[src/rtl/sdma_sap_padding_scanner.sv]
`default_nettype none
//------------------------------------------------------------------------------
// Module      : sdma_sap_padding_scanner
// Description : Walks the padded/upsampled destination window in x, y, c
//               order. For each position it emits a beat with coordinates, a
//               padding flag and a source-read strobe, under valid/ready flow
//               control.
// Revision    : 1.0 - initial release
//------------------------------------------------------------------------------

// Width defaults, used only when nsdm.vh has not already provided them.
`ifndef SDMA_INST_PADDINGLEFTXWIDTH
`define SDMA_INST_PADDINGLEFTXWIDTH 4
`endif
`ifndef SDMA_INST_PADDINGRIGHTXWIDTH
`define SDMA_INST_PADDINGRIGHTXWIDTH 4
`endif
`ifndef SDMA_INST_PADDINGLEFTYWIDTH
`define SDMA_INST_PADDINGLEFTYWIDTH 4
`endif
`ifndef SDMA_INST_PADDINGRIGHTYWIDTH
`define SDMA_INST_PADDINGRIGHTYWIDTH 4
`endif
`ifndef SDMA_INST_INSERTZERONUMTOTALXWIDTH
`define SDMA_INST_INSERTZERONUMTOTALXWIDTH 4
`endif
`ifndef SDMA_INST_INSERTZERONUMTOTALYWIDTH
`define SDMA_INST_INSERTZERONUMTOTALYWIDTH 4
`endif
`ifndef SDMA_INST_SRCFMSCWIDTH
`define SDMA_INST_SRCFMSCWIDTH 8
`endif
`ifndef SDMA_INST_SRCFMSXWIDTH
`define SDMA_INST_SRCFMSXWIDTH 8
`endif
`ifndef SDMA_INST_SRCFMSYWIDTH
`define SDMA_INST_SRCFMSYWIDTH 8
`endif

module sdma_sap_padding_scanner (
    input  logic                                          i_clk,
    input  logic                                          i_rst,
    input  logic                                          i_sap_ps_start,
    input  logic                                          i_sap_ps_paddingen,
    input  logic                                          i_sap_ps_upsampleen,
    input  logic [`SDMA_INST_PADDINGLEFTXWIDTH-1:0]        i_sap_ps_paddingleftx,
    input  logic [`SDMA_INST_PADDINGRIGHTXWIDTH-1:0]       i_sap_ps_paddingrightx,
    input  logic [`SDMA_INST_PADDINGLEFTYWIDTH-1:0]        i_sap_ps_paddinglefty,
    input  logic [`SDMA_INST_PADDINGRIGHTYWIDTH-1:0]       i_sap_ps_paddingrighty,
    input  logic [`SDMA_INST_INSERTZERONUMTOTALXWIDTH-1:0] i_sap_ps_insertzeronumtotalx,
    input  logic [`SDMA_INST_INSERTZERONUMTOTALYWIDTH-1:0] i_sap_ps_insertzeronumtotaly,
    input  logic [`SDMA_INST_SRCFMSCWIDTH-1:0]             i_sap_ps_srcfmsc,
    input  logic [`SDMA_INST_SRCFMSXWIDTH-1:0]             i_sap_ps_srcfmsx,
    input  logic [`SDMA_INST_SRCFMSYWIDTH-1:0]             i_sap_ps_srcfmsy,
    input  logic                                          i_sap_ps_ready,
    output logic                                          o_sap_ps_valid,
    output logic [`SDMA_INST_SRCFMSCWIDTH-1:0]             o_sap_ps_sfmsccnt,
    output logic [`SDMA_INST_SRCFMSXWIDTH-1:0]             o_sap_ps_sfmsxcnt,
    output logic [`SDMA_INST_SRCFMSYWIDTH-1:0]             o_sap_ps_sfmsycnt,
    output logic                                          o_sap_ps_padding_flag,
    output logic                                          o_sap_ps_src_rd,
    output logic                                          o_sap_ps_busy,
    output logic                                          o_sap_ps_done
);

    localparam int c_CW   = `SDMA_INST_SRCFMSCWIDTH;
    localparam int c_XW   = `SDMA_INST_SRCFMSXWIDTH;
    localparam int c_YW   = `SDMA_INST_SRCFMSYWIDTH;
    // Bounds carry one extra bit so pad + size + zeros never wraps before compare.
    localparam int c_XB_W = c_XW + 1;
    localparam int c_YB_W = c_YW + 1;

    typedef enum logic [1:0] {
        ST_IDLE = 2'd0,
        ST_SCAN = 2'd1,
        ST_DONE = 2'd2
    } state_t;

    state_t              state_q, state_d;
    logic [c_CW-1:0]     ccnt_q, ccnt_d;
    logic [c_XW-1:0]     xcnt_q, xcnt_d;
    logic [c_YW-1:0]     ycnt_q, ycnt_d;
    logic                flag_q, flag_d;
    logic                w_cfg_ld;

    // Latched scan configuration (effective values, already gated by enables)
    logic                pe_q;
    logic [c_XB_W-1:0]   lx_q, bx_q, ex_q;
    logic [c_YB_W-1:0]   ly_q, by_q, ey_q;
    logic [c_CW-1:0]     ec_q;

    // Configuration as seen on the inputs, used in the start cycle
    logic [c_XB_W-1:0]   w_lx_in, w_rx_in, w_zx_in, w_bx_in, w_ex_in;
    logic [c_YB_W-1:0]   w_ly_in, w_ry_in, w_zy_in, w_by_in, w_ey_in;
    logic                w_zero_in;

    // Counter stepping
    logic                w_x_wrap, w_y_wrap, w_c_wrap, w_last;
    logic [c_XW-1:0]     w_x_nxt;
    logic [c_YW-1:0]     w_y_nxt;
    logic [c_CW-1:0]     w_c_nxt;

    // Position lies in the left/right/top/bottom padding band
    function automatic logic f_pad(
        input logic              en,
        input logic [c_XW-1:0]   x,
        input logic [c_YW-1:0]   y,
        input logic [c_XB_W-1:0] lx,
        input logic [c_XB_W-1:0] bx,
        input logic [c_YB_W-1:0] ly,
        input logic [c_YB_W-1:0] by
    );
        logic [c_XB_W-1:0] xe;
        logic [c_YB_W-1:0] ye;
        xe = {1'b0, x};
        ye = {1'b0, y};
        return en & ((xe < lx) | (xe >= bx) | (ye < ly) | (ye >= by));
    endfunction

    assign w_lx_in   = i_sap_ps_paddingen  ? c_XB_W'(i_sap_ps_paddingleftx)        : '0;
    assign w_rx_in   = i_sap_ps_paddingen  ? c_XB_W'(i_sap_ps_paddingrightx)       : '0;
    assign w_ly_in   = i_sap_ps_paddingen  ? c_YB_W'(i_sap_ps_paddinglefty)        : '0;
    assign w_ry_in   = i_sap_ps_paddingen  ? c_YB_W'(i_sap_ps_paddingrighty)       : '0;
    assign w_zx_in   = i_sap_ps_upsampleen ? c_XB_W'(i_sap_ps_insertzeronumtotalx) : '0;
    assign w_zy_in   = i_sap_ps_upsampleen ? c_YB_W'(i_sap_ps_insertzeronumtotaly) : '0;
    assign w_bx_in   = w_lx_in + c_XB_W'(i_sap_ps_srcfmsx) + w_zx_in;
    assign w_ex_in   = w_bx_in + w_rx_in;
    assign w_by_in   = w_ly_in + c_YB_W'(i_sap_ps_srcfmsy) + w_zy_in;
    assign w_ey_in   = w_by_in + w_ry_in;
    assign w_zero_in = (w_ex_in == '0) | (w_ey_in == '0) | (i_sap_ps_srcfmsc == '0);

    assign w_x_wrap = (c_XB_W'(xcnt_q) + c_XB_W'(1)) >= ex_q;
    assign w_y_wrap = (c_YB_W'(ycnt_q) + c_YB_W'(1)) >= ey_q;
    assign w_c_wrap = (ccnt_q + c_CW'(1)) == ec_q;
    assign w_last   = w_x_wrap & w_y_wrap & w_c_wrap;
    assign w_x_nxt  = w_x_wrap ? '0 : xcnt_q + c_XW'(1);
    assign w_y_nxt  = w_x_wrap ? (w_y_wrap ? '0 : ycnt_q + c_YW'(1)) : ycnt_q;
    assign w_c_nxt  = (w_x_wrap & w_y_wrap) ? ccnt_q + c_CW'(1) : ccnt_q;

    // Next-state, next-coordinate and configuration-load decode
    always_comb begin
        state_d  = state_q;
        xcnt_d   = xcnt_q;
        ycnt_d   = ycnt_q;
        ccnt_d   = ccnt_q;
        flag_d   = flag_q;
        w_cfg_ld = 1'b0;
        case (state_q)
            ST_IDLE: begin
                if (i_sap_ps_start) begin
                    w_cfg_ld = 1'b1;
                    xcnt_d   = '0;
                    ycnt_d   = '0;
                    ccnt_d   = '0;
                    if (w_zero_in) begin
                        state_d = ST_DONE;
                        flag_d  = 1'b0;
                    end else begin
                        state_d = ST_SCAN;
                        flag_d  = f_pad(i_sap_ps_paddingen, '0, '0,
                                        w_lx_in, w_bx_in, w_ly_in, w_by_in);
                    end
                end
            end
            ST_SCAN: begin
                if (i_sap_ps_ready) begin
                    if (w_last) begin
                        state_d = ST_DONE;
                        xcnt_d  = '0;
                        ycnt_d  = '0;
                        ccnt_d  = '0;
                        flag_d  = 1'b0;
                    end else begin
                        xcnt_d  = w_x_nxt;
                        ycnt_d  = w_y_nxt;
                        ccnt_d  = w_c_nxt;
                        flag_d  = f_pad(pe_q, w_x_nxt, w_y_nxt, lx_q, bx_q, ly_q, by_q);
                    end
                end
            end
            ST_DONE: state_d = ST_IDLE;
            default: state_d = ST_IDLE;
        endcase
    end

    // State register
    always_ff @(posedge i_clk or posedge i_rst) begin
        if (i_rst) state_q <= ST_IDLE;
        else       state_q <= state_d;
    end

    // Beat coordinates and their padding flag
    always_ff @(posedge i_clk or posedge i_rst) begin
        if (i_rst) begin
            xcnt_q <= '0;
            ycnt_q <= '0;
            ccnt_q <= '0;
            flag_q <= 1'b0;
        end else begin
            xcnt_q <= xcnt_d;
            ycnt_q <= ycnt_d;
            ccnt_q <= ccnt_d;
            flag_q <= flag_d;
        end
    end

    // Configuration snapshot taken on an accepted start
    always_ff @(posedge i_clk or posedge i_rst) begin
        if (i_rst) begin
            pe_q <= 1'b0;
            lx_q <= '0;
            bx_q <= '0;
            ex_q <= '0;
            ly_q <= '0;
            by_q <= '0;
            ey_q <= '0;
            ec_q <= '0;
        end else if (w_cfg_ld) begin
            pe_q <= i_sap_ps_paddingen;
            lx_q <= w_lx_in;
            bx_q <= w_bx_in;
            ex_q <= w_ex_in;
            ly_q <= w_ly_in;
            by_q <= w_by_in;
            ey_q <= w_ey_in;
            ec_q <= i_sap_ps_srcfmsc;
        end
    end

    assign o_sap_ps_valid        = (state_q == ST_SCAN);
    assign o_sap_ps_busy         = (state_q == ST_SCAN);
    assign o_sap_ps_done         = (state_q == ST_DONE);
    assign o_sap_ps_sfmsccnt     = ccnt_q;
    assign o_sap_ps_sfmsxcnt     = xcnt_q;
    assign o_sap_ps_sfmsycnt     = ycnt_q;
    assign o_sap_ps_padding_flag = flag_q;
    assign o_sap_ps_src_rd       = o_sap_ps_valid & ~flag_q;

endmodule

`default_nettype wire

[config.mk]
export PLATFORM = sky130hd
export DESIGN_NAME = sdma_sap_padding_scanner
export DESIGN_NICKNAME = d
export VERILOG_FILES = /design/src/rtl/sdma_sap_padding_scanner.sv
export SDC_FILE = /design/constraint.sdc
export NUM_CORES = 1
export LEC_CHECK = 0
export CAP_MARGIN = 20
export CORE_MARGIN = 4
export CORE_UTILIZATION = 50
export DETAILED_ROUTE_END_ITERATION = 6
export PLACE_DENSITY_LB_ADDON = 0.15
export SETUP_SLACK_MARGIN = 0.3
export SLEW_MARGIN = 15
export SYNTH_ARGS = -nofsm -noshare
export SYNTH_HDL_FRONTEND = slang
export SYNTH_SLANG_ARGS = --single-unit
[constraint.sdc]
create_clock -name i_clk -period 5.5 [get_ports i_clk]
set_input_delay 1.65 -clock i_clk [delete_from_list [all_inputs] [get_ports i_clk]]
set_output_delay 1.65 -clock i_clk [all_outputs]
set_load 0.01 [all_outputs]
==> results.sh <==
export IMPL_area_growth_syn_to_layout_pct=25.5
export IMPL_cp_arrival_ns=5.35
export IMPL_crit_path_frequent_cell="fa_1"
export IMPL_grt_use_met1_pct=31.6
export IMPL_track_usage_pct=24.0
export IMPL_startpoint="i_sap_ps_paddingleftx[1]"
export IMPL_synth_warnings=0
export IMPL_grt_max_degree=60
export IMPL_p_leak_nw=3.52
export IMPL_firstDrtPassIters=7
export IMPL_synth_top_area_share_pct=33.5
export IMPL_start_util_pct=51.6
export IMPL_synth_commonest_cells="108 x nand2_1, 80 x dfrtp_1, 62 x o21ai_0"
export IMPL_synth_edf_count=0
export IMPL_die_h_microns=117
export IMPL_grt_overflow=0
export IMPL_insertion_delay_ns=0.34
export IMPL_power_density_mw_per_mm2=412
export IMPL_hpwlAfterDp_microns=12100
export IMPL_synth_seq_area_share_pct=33.5
export IMPL_fin_skew_ns=0.00752
export IMPL_worst_path_max_delay_cell="fa_1"
export IMPL_die_area_sq_mm=0.0138
export IMPL_yosysTopAreaCell="dfrtp_1"
export IMPL_cts_tree="yes"
export IMPL_path_max_fanout=3
export IMPL_root_buffer="clkbuf_16"
export IMPL_critPathKind="in2reg"
export IMPL_grtUsageMet3_pct=4.63
export IMPL_detail_route_antenna_nets=0
export IMPL_syn_avg_cell_area_sq_um=8.67
export IMPL_worstReg2RegStart="o_sap_ps_sfmsxcnt[0]"
export IMPL_h_tree_depth=3
export IMPL_drive_above_1_share_pct=9.77
export IMPL_finalCriticalPeriod_ns=5.08
export IMPL_r2r_slack_ns=0.65
export IMPL_endpoint_kind="flop"
export IMPL_initialDrtViolationCount=342
export IMPL_period_share_pct=92.3
export IMPL_grt_met2_usage_pct=40.4
export IMPL_wl_per_cell_microns=16.6
export IMPL_hold_violations=0
export IMPL_syn_area_sq_mm=0.00597
export IMPL_drcViolationCount=0
export IMPL_cp_slowest_stage_delay_ns=0.58
export IMPL_syn_num_nets=814
export IMPL_antenna_found_initial=0
export IMPL_critPathRequiredTime_ns=5.77
export IMPL_cp_depth=13
export IMPL_final_setup_viol_count=0
export IMPL_cap_violations=0
export IMPL_finish_net_count=919
export IMPL_peakVddDrop_mv=0.186
export IMPL_outcome="completed"
export IMPL_numCtsBuffers=9
export IMPL_hold_class="reg2reg"
export IMPL_core_sq_mm=0.0116
export IMPL_port_buffer_count=82
export IMPL_fin_util_pct=64.8
export IMPL_worstMarginPinSlew_ns=0.739
export IMPL_gp_congestion=0.882
export IMPL_finalPower_mw=3.09
export IMPL_routed_wl_microns=15600
export IMPL_cp_start_kind="input pin"
export IMPL_die_w_microns=117
export IMPL_synth_ff_type="dfrtp_1"
export IMPL_fmax_mhz=197
export IMPL_critPathTopFamily="adder cells"
export IMPL_cts_hold_buf=0
export IMPL_slew_headroom_pct=50.1
export IMPL_diodes=0
export IMPL_synth_seq_cells=80
export IMPL_syn_inst=689
export IMPL_worstSetupEndpoint="state_q[1]"
export IMPL_clkTransAtPathRegs_ns=0.06
export IMPL_synth_most_common_cell="nand2_1"
export IMPL_n_fill_cell=996
export IMPL_rsz0062_at_grt="true"
export IMPL_synth_cell_types=63
export IMPL_rr_worst_depth=16
export IMPL_cts_sinks=80
export IMPL_num_io_pins=83
export IMPL_drv_slew=0
export IMPL_viasPerCell=5.65
export IMPL_row_count=39
export IMPL_r2r_end="o_sap_ps_padding_flag"
export IMPL_synthTopCellsByArea="dfrtp_1 34%, ha_1 12%, nand2_1 6.8%, o21ai_0 5.2%, fa_1 4.0%"
export IMPL_synthArstFlopShare_pct=100
export IMPL_grt_pass1_wl_microns=26000
export IMPL_grt_busiest_layer="met2"
export IMPL_crit_chain="clkdlybuf4s50_1 > and2_4 > fa_1 > ha_2 > fa_1 > ha_4 > a21oi_2 > xnor2_1 > or4_1 > o31ai_2 > a31oi_2 > or3b_1 > a21oi_1"
export IMPL_grt_pass1_vias=5461
export IMPL_vias=5315
export IMPL_clk_path_buf_depth=2
export IMPL_path_buf_inv=1
-- cells by family after synthesis --
logic type | Yosys count | synth area share, %
AND/OR/NAND/NOR | 273 | 22.6
AO/OA/AOI/OAI | 153 | 16.7
XOR/XNOR | 39 | 5.72
buffers and inverters | 72 | 4.95
multiplexers | 1 | 0.168
adder cells (fa/ha/maj) | 71 | 16.4
flip-flops | 80 | 33.5
-- report_power, final --
group / internal, mW / switching, mW
registers: 0.801 / 0.151
logic: 0.686 / 0.818
clock network: 0.393 / 0.240
-- per-layer routing --
layer	vias to the layer above	share of wire, %
met4	0	1.3
met1	2518	45
met3	17	5.9
li1	2610	-
met5	-	0
met2	170	48
-- sequential cells by signal, indices dropped and copies added, names as in the netlist --
| name | count |
|---|---|
| o_sap_ps_sfmsxcnt | 8 |
| ey_q | 9 |
| state_q | 2 |
| ec_q | 8 |
| by_q | 9 |
| ex_q | 9 |
| lx_q | 4 |
| bx_q | 9 |
| o_sap_ps_sfmsycnt | 8 |
| pe_q | 1 |
| o_sap_ps_padding_flag | 1 |
| ly_q | 4 |
| o_sap_ps_sfmsccnt | 8 |
-- what timing repair did --
item,CTS,global route
hold endpoints to repair,0,0
resized for setup,5,11
endpoints found under the setup margin,3,3
pin swaps,0,8
buffers inserted,0,3
-- worst reg2reg max path, cell delays in order (launching register included) --
cell and delay (ns):
dfrtp_1 0.56, ha_1 0.30, nand3_1 0.17, xor2_1 0.31, inv_1 0.09, ha_1 0.31, nand4_1 0.10, o311a_1 0.39
or2_2 0.44, nor2_2 0.25, nand2_1 0.07, o21ai_0 0.27, ha_1 0.31, a221o_2 0.35, o221a_2 0.23, or4_1 0.51
nand4_1 0.11
-- layout make-up --
type	instances	area (sq um)	share of cell area, %
repair buffers	117	1080	14.4
well taps	143	179	2.39
clock buffers	9	225	3.01
clock inverters	6	85.1	1.14
inverters	49	184	2.45
flip-flops and latches	80	2000	26.7
multi-input cells	537	3740	49.9
-- per-stage QoR --
| stage | setup TNS, ns | cell area (sq um) | hold WS [ns] | instances | setup WS [ns] |
|---|---|---|---|---|---|
| floorplan | 0 | 5970 | 0.446 | 689 | 0.579 |
| global placement | -0.116 | 7100 | 0.462 | 923 | -0.116 |
| detailed placement | -0.518 | 7100 | 0.476 | 923 | -0.305 |
| CTS | 0 | 7420 | 0.491 | 938 | 0.338 |
| global route | 0 | 7490 | 0.515 | 941 | 0.254 |
| finish | 0 | 7490 | 0.487 | 941 | 0.423 |
-- placed cells by master (no fill, tap or decap), types with 4 or more instances in the layout --
master           instances
nand2_1                107
dfrtp_1                 80
clkdlybuf4s50_1         80
o21ai_0                 62
ha_1                    57
inv_1                   48
nor2_1                  39
buf_4                   35
and2_1                  31
a21oi_1                 20
xor2_1                  20
xnor2_1                 19
nand3_1                 15
a22o_1                  13
fa_1                    11
a21o_1                  10
nor3_1                   9
nor2b_1                  9
clkbuf_16                9
nand2b_1                 8
o31ai_1                  8
and3_1                   7
or3_1                    7
nand4_1                  6
nor4_1                   6
nor3b_1                  5
o2111ai_1                5
o21a_1                   4
or2_2                    4
or4_1                    4
-- worst min path at each step --
stage	start	endpoint	slack (ns)	cells past startpoint
detailed placement	lx_q[0]	lx_q[0]	0.48	2
finish	by_q[8]	by_q[8]	0.49	2
CTS	bx_q[6]	bx_q[6]	0.49	2
global placement	ex_q[5]	ex_q[5]	0.46	2
floorplan	lx_q[0]	lx_q[0]	0.45	2
global route	by_q[7]	by_q[7]	0.52	2
(Power assumes the default switching activity.)
